**config.mk**
```make
export PLATFORM = sky130hd
export DESIGN_NAME = vx_wb_sequencer
export DESIGN_NICKNAME = d
export VERILOG_FILES = /design/src/rtl/VX_gpu_pkg.sv /design/src/rtl/vx_wb_lock_arb.sv /design/src/rtl/vx_wb_sequencer.sv
export SDC_FILE = /design/constraint.sdc
export NUM_CORES = 1
export LEC_CHECK = 0
export CORE_AREA = 2 2 373 375
export DETAILED_ROUTE_END_ITERATION = 7
export DIE_AREA = 0 0 375 377
export PLACE_DENSITY_LB_ADDON = 0.15
export SETUP_SLACK_MARGIN = 0.5
export SLEW_MARGIN = 20
export SYNTH_ARGS = -nofsm -noshare
export SYNTH_HDL_FRONTEND = slang
export SYNTH_SLANG_ARGS = --single-unit
```
**constraint.sdc**
```tcl
create_clock -name clk -period 9.9 [get_ports clk]
set_input_delay 1.98 -clock clk [delete_from_list [all_inputs] [get_ports clk]]
set_output_delay 1.98 -clock clk [all_outputs]
set_load 0.02 [all_outputs]
```
**src/rtl/VX_gpu_pkg.sv**
```systemverilog
// Shared GPU pipeline types and constants used by the writeback sequencer.
package VX_gpu_pkg;

    // Warps handled by one issue slice and the width of a warp index within it.
    localparam int unsigned PER_ISSUE_WARPS = 4;
    localparam int unsigned ISSUE_WIS_W     = (PER_ISSUE_WARPS > 1) ? $clog2(PER_ISSUE_WARPS) : 1;

    // Beat field widths.
    localparam int unsigned UUID_W      = 16;
    localparam int unsigned NUM_THREADS = 4;
    localparam int unsigned XLEN        = 32;
    localparam int unsigned PC_W        = 32;
    localparam int unsigned NR_BITS     = 5;

    // Default width of each per-warp outstanding-writeback counter.
    localparam int unsigned PEND_BITS_DEFAULT = 4;

    // One writeback beat; sop/eop delimit multi-beat packets from a single unit.
    typedef struct packed {
        logic [UUID_W-1:0]           uuid;
        logic [ISSUE_WIS_W-1:0]      wis;
        logic [NUM_THREADS-1:0]      tmask;
        logic [PC_W-1:0]             PC;
        logic [NR_BITS-1:0]          rd;
        logic [NUM_THREADS*XLEN-1:0] data;
        logic                        sop;
        logic                        eop;
    } wb_beat_t;

    // Increment an index modulo n.
    function automatic int unsigned rr_wrap_inc(input int unsigned idx, input int unsigned n);
        return (idx + 1 >= n) ? 0 : idx + 1;
    endfunction

endpackage

```
**src/rtl/vx_wb_lock_arb.sv**
```systemverilog
// Round-robin arbiter with packet lock: once a unit starts a multi-beat packet,
// only that unit is granted until its eop beat is accepted.
module vx_wb_lock_arb
    import VX_gpu_pkg::*;
#(
    parameter int unsigned NUM_INPUTS = 4
) (
    input  logic                  clk,
    input  logic                  reset,
    input  logic [NUM_INPUTS-1:0] valid_in,
    input  logic [NUM_INPUTS-1:0] sop_in,
    input  logic [NUM_INPUTS-1:0] eop_in,
    output logic [NUM_INPUTS-1:0] grant_out
);

    localparam int unsigned IDX_W = (NUM_INPUTS > 1) ? $clog2(NUM_INPUTS) : 1;

    logic [IDX_W-1:0]      ptr_q, ptr_d;
    logic [IDX_W-1:0]      lock_idx_q, lock_idx_d;
    logic                  lock_q, lock_d;
    logic [NUM_INPUTS-1:0] grant;
    logic [IDX_W-1:0]      gidx;
    logic [IDX_W-1:0]      jj;
    logic                  found;
    logic                  accept;
    int unsigned           j;

    // Pick the granted unit: the locked owner, else first valid at or after the pointer.
    always_comb begin
        grant = '0;
        gidx  = ptr_q;
        found = 1'b0;
        j     = 0;
        jj    = '0;
        if (lock_q) begin
            gidx = lock_idx_q;
            // Owner stalling leaves everyone else waiting rather than breaking the packet.
            grant[lock_idx_q] = valid_in[lock_idx_q];
        end else begin
            for (int unsigned k = 0; k < NUM_INPUTS; k++) begin
                j  = (32'(ptr_q) + k) % NUM_INPUTS;
                jj = IDX_W'(j);
                if (!found && valid_in[jj]) begin
                    found     = 1'b1;
                    grant[jj] = 1'b1;
                    gidx      = jj;
                end
            end
        end
    end

    // Nothing is accepted while reset is held.
    assign grant_out = reset ? grant : '0;
    assign accept    = |grant_out;

    // Advance the pointer past a finished packet; set or clear the lock on packet edges.
    always_comb begin
        ptr_d      = ptr_q;
        lock_d     = lock_q;
        lock_idx_d = lock_idx_q;
        if (accept) begin
            if (eop_in[gidx]) begin
                ptr_d  = IDX_W'(rr_wrap_inc(32'(gidx), NUM_INPUTS));
                lock_d = 1'b0;
            end else if (sop_in[gidx] && !lock_q) begin
                lock_d     = 1'b1;
                lock_idx_d = gidx;
            end
        end
    end

    // Pointer and lock state.
    always_ff @(posedge clk or negedge reset) begin
        if (!reset) begin
            ptr_q      <= '0;
            lock_q     <= 1'b0;
            lock_idx_q <= '0;
        end else begin
            ptr_q      <= ptr_d;
            lock_q     <= lock_d;
            lock_idx_q <= lock_idx_d;
        end
    end

endmodule

```
**src/rtl/vx_wb_sequencer.sv**
```systemverilog
// Writeback sequencer: merges execution-unit result beats into one registered
// writeback stream and tracks per-warp outstanding writebacks for drain detection.
module vx_wb_sequencer
    import VX_gpu_pkg::*;
#(
    parameter int unsigned NUM_INPUTS = 4,
    parameter int unsigned PEND_BITS  = PEND_BITS_DEFAULT
) (
    input  logic                             clk,
    input  logic                             reset,
    input  logic     [NUM_INPUTS-1:0]        in_valid,
    input  wb_beat_t [NUM_INPUTS-1:0]        in_data,
    output logic     [NUM_INPUTS-1:0]        in_ready,
    input  logic                             issue_valid,
    input  logic     [ISSUE_WIS_W-1:0]       issue_wis,
    output logic                             wb_valid,
    output wb_beat_t                         wb_data,
    output logic     [PER_ISSUE_WARPS-1:0]   pending_empty,
    output logic     [1:0]                   err_flags
);

    localparam logic [PEND_BITS-1:0] CNT_MAX = '1;

    logic [NUM_INPUTS-1:0] sop_vec;
    logic [NUM_INPUTS-1:0] eop_vec;
    logic [NUM_INPUTS-1:0] grant;
    wb_beat_t              sel_beat;

    logic                  wb_valid_q;
    wb_beat_t              wb_data_q;

    logic [PEND_BITS-1:0]  cnt_q [PER_ISSUE_WARPS];
    logic [PEND_BITS-1:0]  cnt_d [PER_ISSUE_WARPS];
    logic                  ovf_q, ovf_d;
    logic                  udf_q, udf_d;
    logic                  inc, dec;

    // Split packet delimiters out of each unit's beat for the arbiter.
    always_comb begin
        sop_vec = '0;
        eop_vec = '0;
        for (int i = 0; i < NUM_INPUTS; i++) begin
            sop_vec[i] = in_data[i].sop;
            eop_vec[i] = in_data[i].eop;
        end
    end

    vx_wb_lock_arb #(
        .NUM_INPUTS (NUM_INPUTS)
    ) u_arb (
        .clk       (clk),
        .reset     (reset),
        .valid_in  (in_valid),
        .sop_in    (sop_vec),
        .eop_in    (eop_vec),
        .grant_out (grant)
    );

    assign in_ready = grant;

    // One-hot select of the granted unit's beat.
    always_comb begin
        sel_beat = '0;
        for (int i = 0; i < NUM_INPUTS; i++) begin
            if (grant[i]) begin
                sel_beat = in_data[i];
            end
        end
    end

    // Output register; data holds across idle cycles, valid pulses per accepted beat.
    always_ff @(posedge clk or negedge reset) begin
        if (!reset) begin
            wb_valid_q <= 1'b0;
            wb_data_q  <= '0;
        end else begin
            wb_valid_q <= |grant;
            if (|grant) begin
                wb_data_q <= sel_beat;
            end
        end
    end

    assign wb_valid = wb_valid_q;
    assign wb_data  = wb_data_q;

    // Per-warp counter update: issue increments, a visible eop writeback decrements,
    // both on the same warp cancel; saturating ends raise sticky error flags.
    always_comb begin
        ovf_d = ovf_q;
        udf_d = udf_q;
        inc   = 1'b0;
        dec   = 1'b0;
        for (int unsigned w = 0; w < PER_ISSUE_WARPS; w++) begin
            cnt_d[w] = cnt_q[w];
            inc = issue_valid && (32'(issue_wis) == w);
            dec = wb_valid_q && wb_data_q.eop && (32'(wb_data_q.wis) == w);
            if (inc && !dec) begin
                if (cnt_q[w] == CNT_MAX) begin
                    ovf_d = 1'b1;
                end else begin
                    cnt_d[w] = cnt_q[w] + PEND_BITS'(1);
                end
            end else if (dec && !inc) begin
                if (cnt_q[w] == '0) begin
                    udf_d = 1'b1;
                end else begin
                    cnt_d[w] = cnt_q[w] - PEND_BITS'(1);
                end
            end
        end
    end

    // Counter array and sticky error flags.
    always_ff @(posedge clk or negedge reset) begin
        if (!reset) begin
            for (int unsigned w = 0; w < PER_ISSUE_WARPS; w++) begin
                cnt_q[w] <= '0;
            end
            ovf_q <= 1'b0;
            udf_q <= 1'b0;
        end else begin
            for (int unsigned w = 0; w < PER_ISSUE_WARPS; w++) begin
                cnt_q[w] <= cnt_d[w];
            end
            ovf_q <= ovf_d;
            udf_q <= udf_d;
        end
    end

    // Drain status decoded from the registered counters.
    always_comb begin
        pending_empty = '0;
        for (int unsigned w = 0; w < PER_ISSUE_WARPS; w++) begin
            pending_empty[w] = (cnt_q[w] == '0);
        end
    end

    assign err_flags = {udf_q, ovf_q};

endmodule
```
==> qor.yml <==
run_status:
  outcome: "completed"
synthesis:
  synth-seq-cells: 213
  yosysTopAreaCellShare_pct: 40.1
  synthArstFlopShare_pct: 100
  synth_fp_nets: 2277
  synth_enable_flop_cells: 0
  avgSynthCellArea_sq_um: 8.91
  yosys_warnings: 0
  ys_seq_area_share_pct: 40.1
  synth_cells: 1493
  yosys.area.top_type: "dfrtp_1"
  ys_types: 50
  synth.area.top_cells: "dfrtp_1, a221oi_1, o21a_1"
  ys.flop_type: "dfrtp_1"
  synth_area_sq_um: 13300
drt:
  wirelength_mm: 105
  post_drt_wl_per_cell_um: 25.2
  drc: 0
  avgViaCountPerCell: 3.92
  first_pass_iters: 8
  ant_nets: 0
  drtIter0Drc: 913
  vias: 16346
cells_and_area:
  n_fill_cell: 15254
  layout-drive-gt1-share_pct: 4.34
  syn_to_final_growth_pct: 95.4
  nNetsFinal: 3137
  final_area_sq_um: 26000
  final_cell_mix: "clkdlybuf4s50_1, dfrtp_1, a221oi_1, o21ai_0, a21oi_1"
  layout_commonest_cell: "clkdlybuf4s50_1"
setup_path:
  critPathLaunchType: "input pin"
  slowest_stage: "clkdlybuf4s50_1"
  reg2reg_to: "wb_data[148]$_DFFE_PN0P_"
  crit_fanout: 57
  r2r_start: "u_arb.ptr_q[0]$_DFFE_PN0P_"
  critPathLaunch: "in_valid[3]"
  critPathKind: "in2out"
  crit_path_end: "in_ready[3]"
  worstPathCellList: "clkdlybuf4s50_1, mux4_2, nor4b_2, and2_1, o311ai_4, inv_8, clkdlybuf4s50_1"
  slowest_delay_ns: 0.70
  critical_path_arrival_ns: 5.25
  r2r_cells: 12
  ff2ff_setup_slack_ns: 4.41
  critPathMostFrequentCell: "clkdlybuf4s50_1"
  required_ns: 7.92
  cp-end-kind: "output port"
placement:
  port_buffers: 964
  pre_cts_ws_ns: 2.58
  dp_hpwl_mm: 79.3
  placed_area_sq_um: 24800
  gp_congestion: 0.786
global_route:
  track_usage_pct: 14.1
  grt_max_degree: 108
  grt_pass1_wl_mm: 141
  grt_pass1_vias: 17198
  grt_remaining_overflow: 0
  antenna_found_initial: 15
min_path:
  holdCritPathClass: "reg2reg"
  min_from: "wb_data[64]$_DFFE_PN0P_"
die:
  ioPinCount: 965
  die_width_um: 375
  num_rows: 136
  die-area_sq_um: 141000
  core_sq_um: 137000
  die_y_um: 377
  start_util_pct: 9.71
sta:
  fin_crit_sh_pct: 73.0
  setup_tns_ns: 0
  skew_ns: 0.0140
  hold_viol: 0
  setup_viol: 0
  setup_ws_ns: 2.67
  slew_headroom_pct: 40.7
  clock.fmax_mhz: 138
  rsz0062_at_grt: "false"
  min_period_ns: 7.23
  tightestPinTransition_ns: 0.887
  drv_slew: 0
clock_tree:
  postCtsHoldBufs: 0
  clock-sinks: 213
  clk_pin_slew_ns: 0.05
  post_cts_resized: 0
  clock_latency_ns: 0.56
  cts_tree: "yes"
  cts_buffers: 35
  cts_buffer_depth: 3
  cts_htree_levels: 2
  post_cts_buffers: 0
  cts_root_buf: "clkbuf_16"
power:
  cellPowerDensity_nw_per_um2: 377
  vdd.ir_drop.worst_mv: 0.376
  leakage_uw: 0.00906
run:
  cap_violations: 0
-- per-layer routing --
metal / wire (um) / vias to the layer above / part of all wire [%] / GRT usage (%)
met3: 7640 / 107 / 7.3 / 4.36
met1: 42700 / 7975 / 41 / 16.7
met5: 200 / - / 0.19 / 0.446
met2: 51400 / 664 / 49 / 24.4
met4: 2990 / 20 / 2.9 / 4.07
li1: - / 7580 / - / -
-- power by group --
part	switching, uW	total, uW	internal [uW]
registers	366	1760	1400
logic	4080	6770	2680
clock network	494	1260	763
total	4940	9780	4840
-- synthesized netlist by cell type, types with 9 or more instances --
master	number
a21oi_1	181
a221o_1	20
a221oi_1	191
buf_2	37
clkbuf_1	126
dfrtp_1	213
ha_1	15
mux2_2	9
nand2_1	22
nor2_1	32
nor3_1	20
o21a_1	173
o21ai_0	181
o21ai_1	171
xnor2_1	10
-- cell type report --
type	count	area, sq um	share of cell area, %
timing repair buffer	992	9940	38.3
multi-input combinational	1102	7280	28.0
sequential	213	5330	20.5
tap	1794	2240	8.64
clock buffer	52	1060	4.09
clock inverter	6	61.3	0.236
inverter	9	56.3	0.217
antenna	2	5.00	0.0193
-- critical path, delay by kind of cell --
family,cells,cell delay [ns]
compound gates,1,0.16
buf+inv,3,1.60
mux,1,0.65
simple gates,2,0.84
-- flip-flops by register name, indices dropped and copies added, names as in the netlist --
register          count
cnt_q                16
wb_valid              1
u_arb.lock_q          1
u_arb.lock_idx_q      2
udf_q                 1
wb_data             189
ovf_q                 1
u_arb.ptr_q           2
-- how the worst min path moves through the flow --
stage / endpoint / cells past startpoint
finish: wb_data[64]$_DFFE_PN0P_ / 1
global route: wb_data[3]$_DFFE_PN0P_ / 1
CTS: wb_data[64]$_DFFE_PN0P_ / 1
detailed placement: wb_data[46]$_DFFE_PN0P_ / 1
global placement: wb_data[64]$_DFFE_PN0P_ / 1
floorplan: udf_q$_DFF_PN0_ / 2
-- through the flow --
stage               hold WS (ns)  power (uW)  util (%)  instances
floorplan                  0.438        5520         -       1493
global placement           0.473        8750      18.1       4110
detailed placement         0.479        8750      18.1       4110
CTS                        0.490       10100      19.0       4168
global route               0.499       10600      19.0       4168
finish                     0.484        9780      19.0       4170
-- kinds of logic (layout without fill, tap and decap cells) --
| group | Yosys count | after routing | synth area share (%) |
|---|---|---|---|
| adder cells (fa/ha/maj) | 19 | 19 | 2.01 |
| AO/OA/AOI/OAI | 938 | 938 | 45.3 |
| flip-flops | 213 | 213 | 40.1 |
| other | 0 | 2 | 0 |
| AND/OR/NAND/NOR | 111 | 111 | 4.27 |
| multiplexers | 20 | 20 | 1.97 |
| buffers and inverters | 178 | 1059 | 5.46 |
| XOR/XNOR | 14 | 14 | 0.922 |
(Power assumes the default switching activity.)
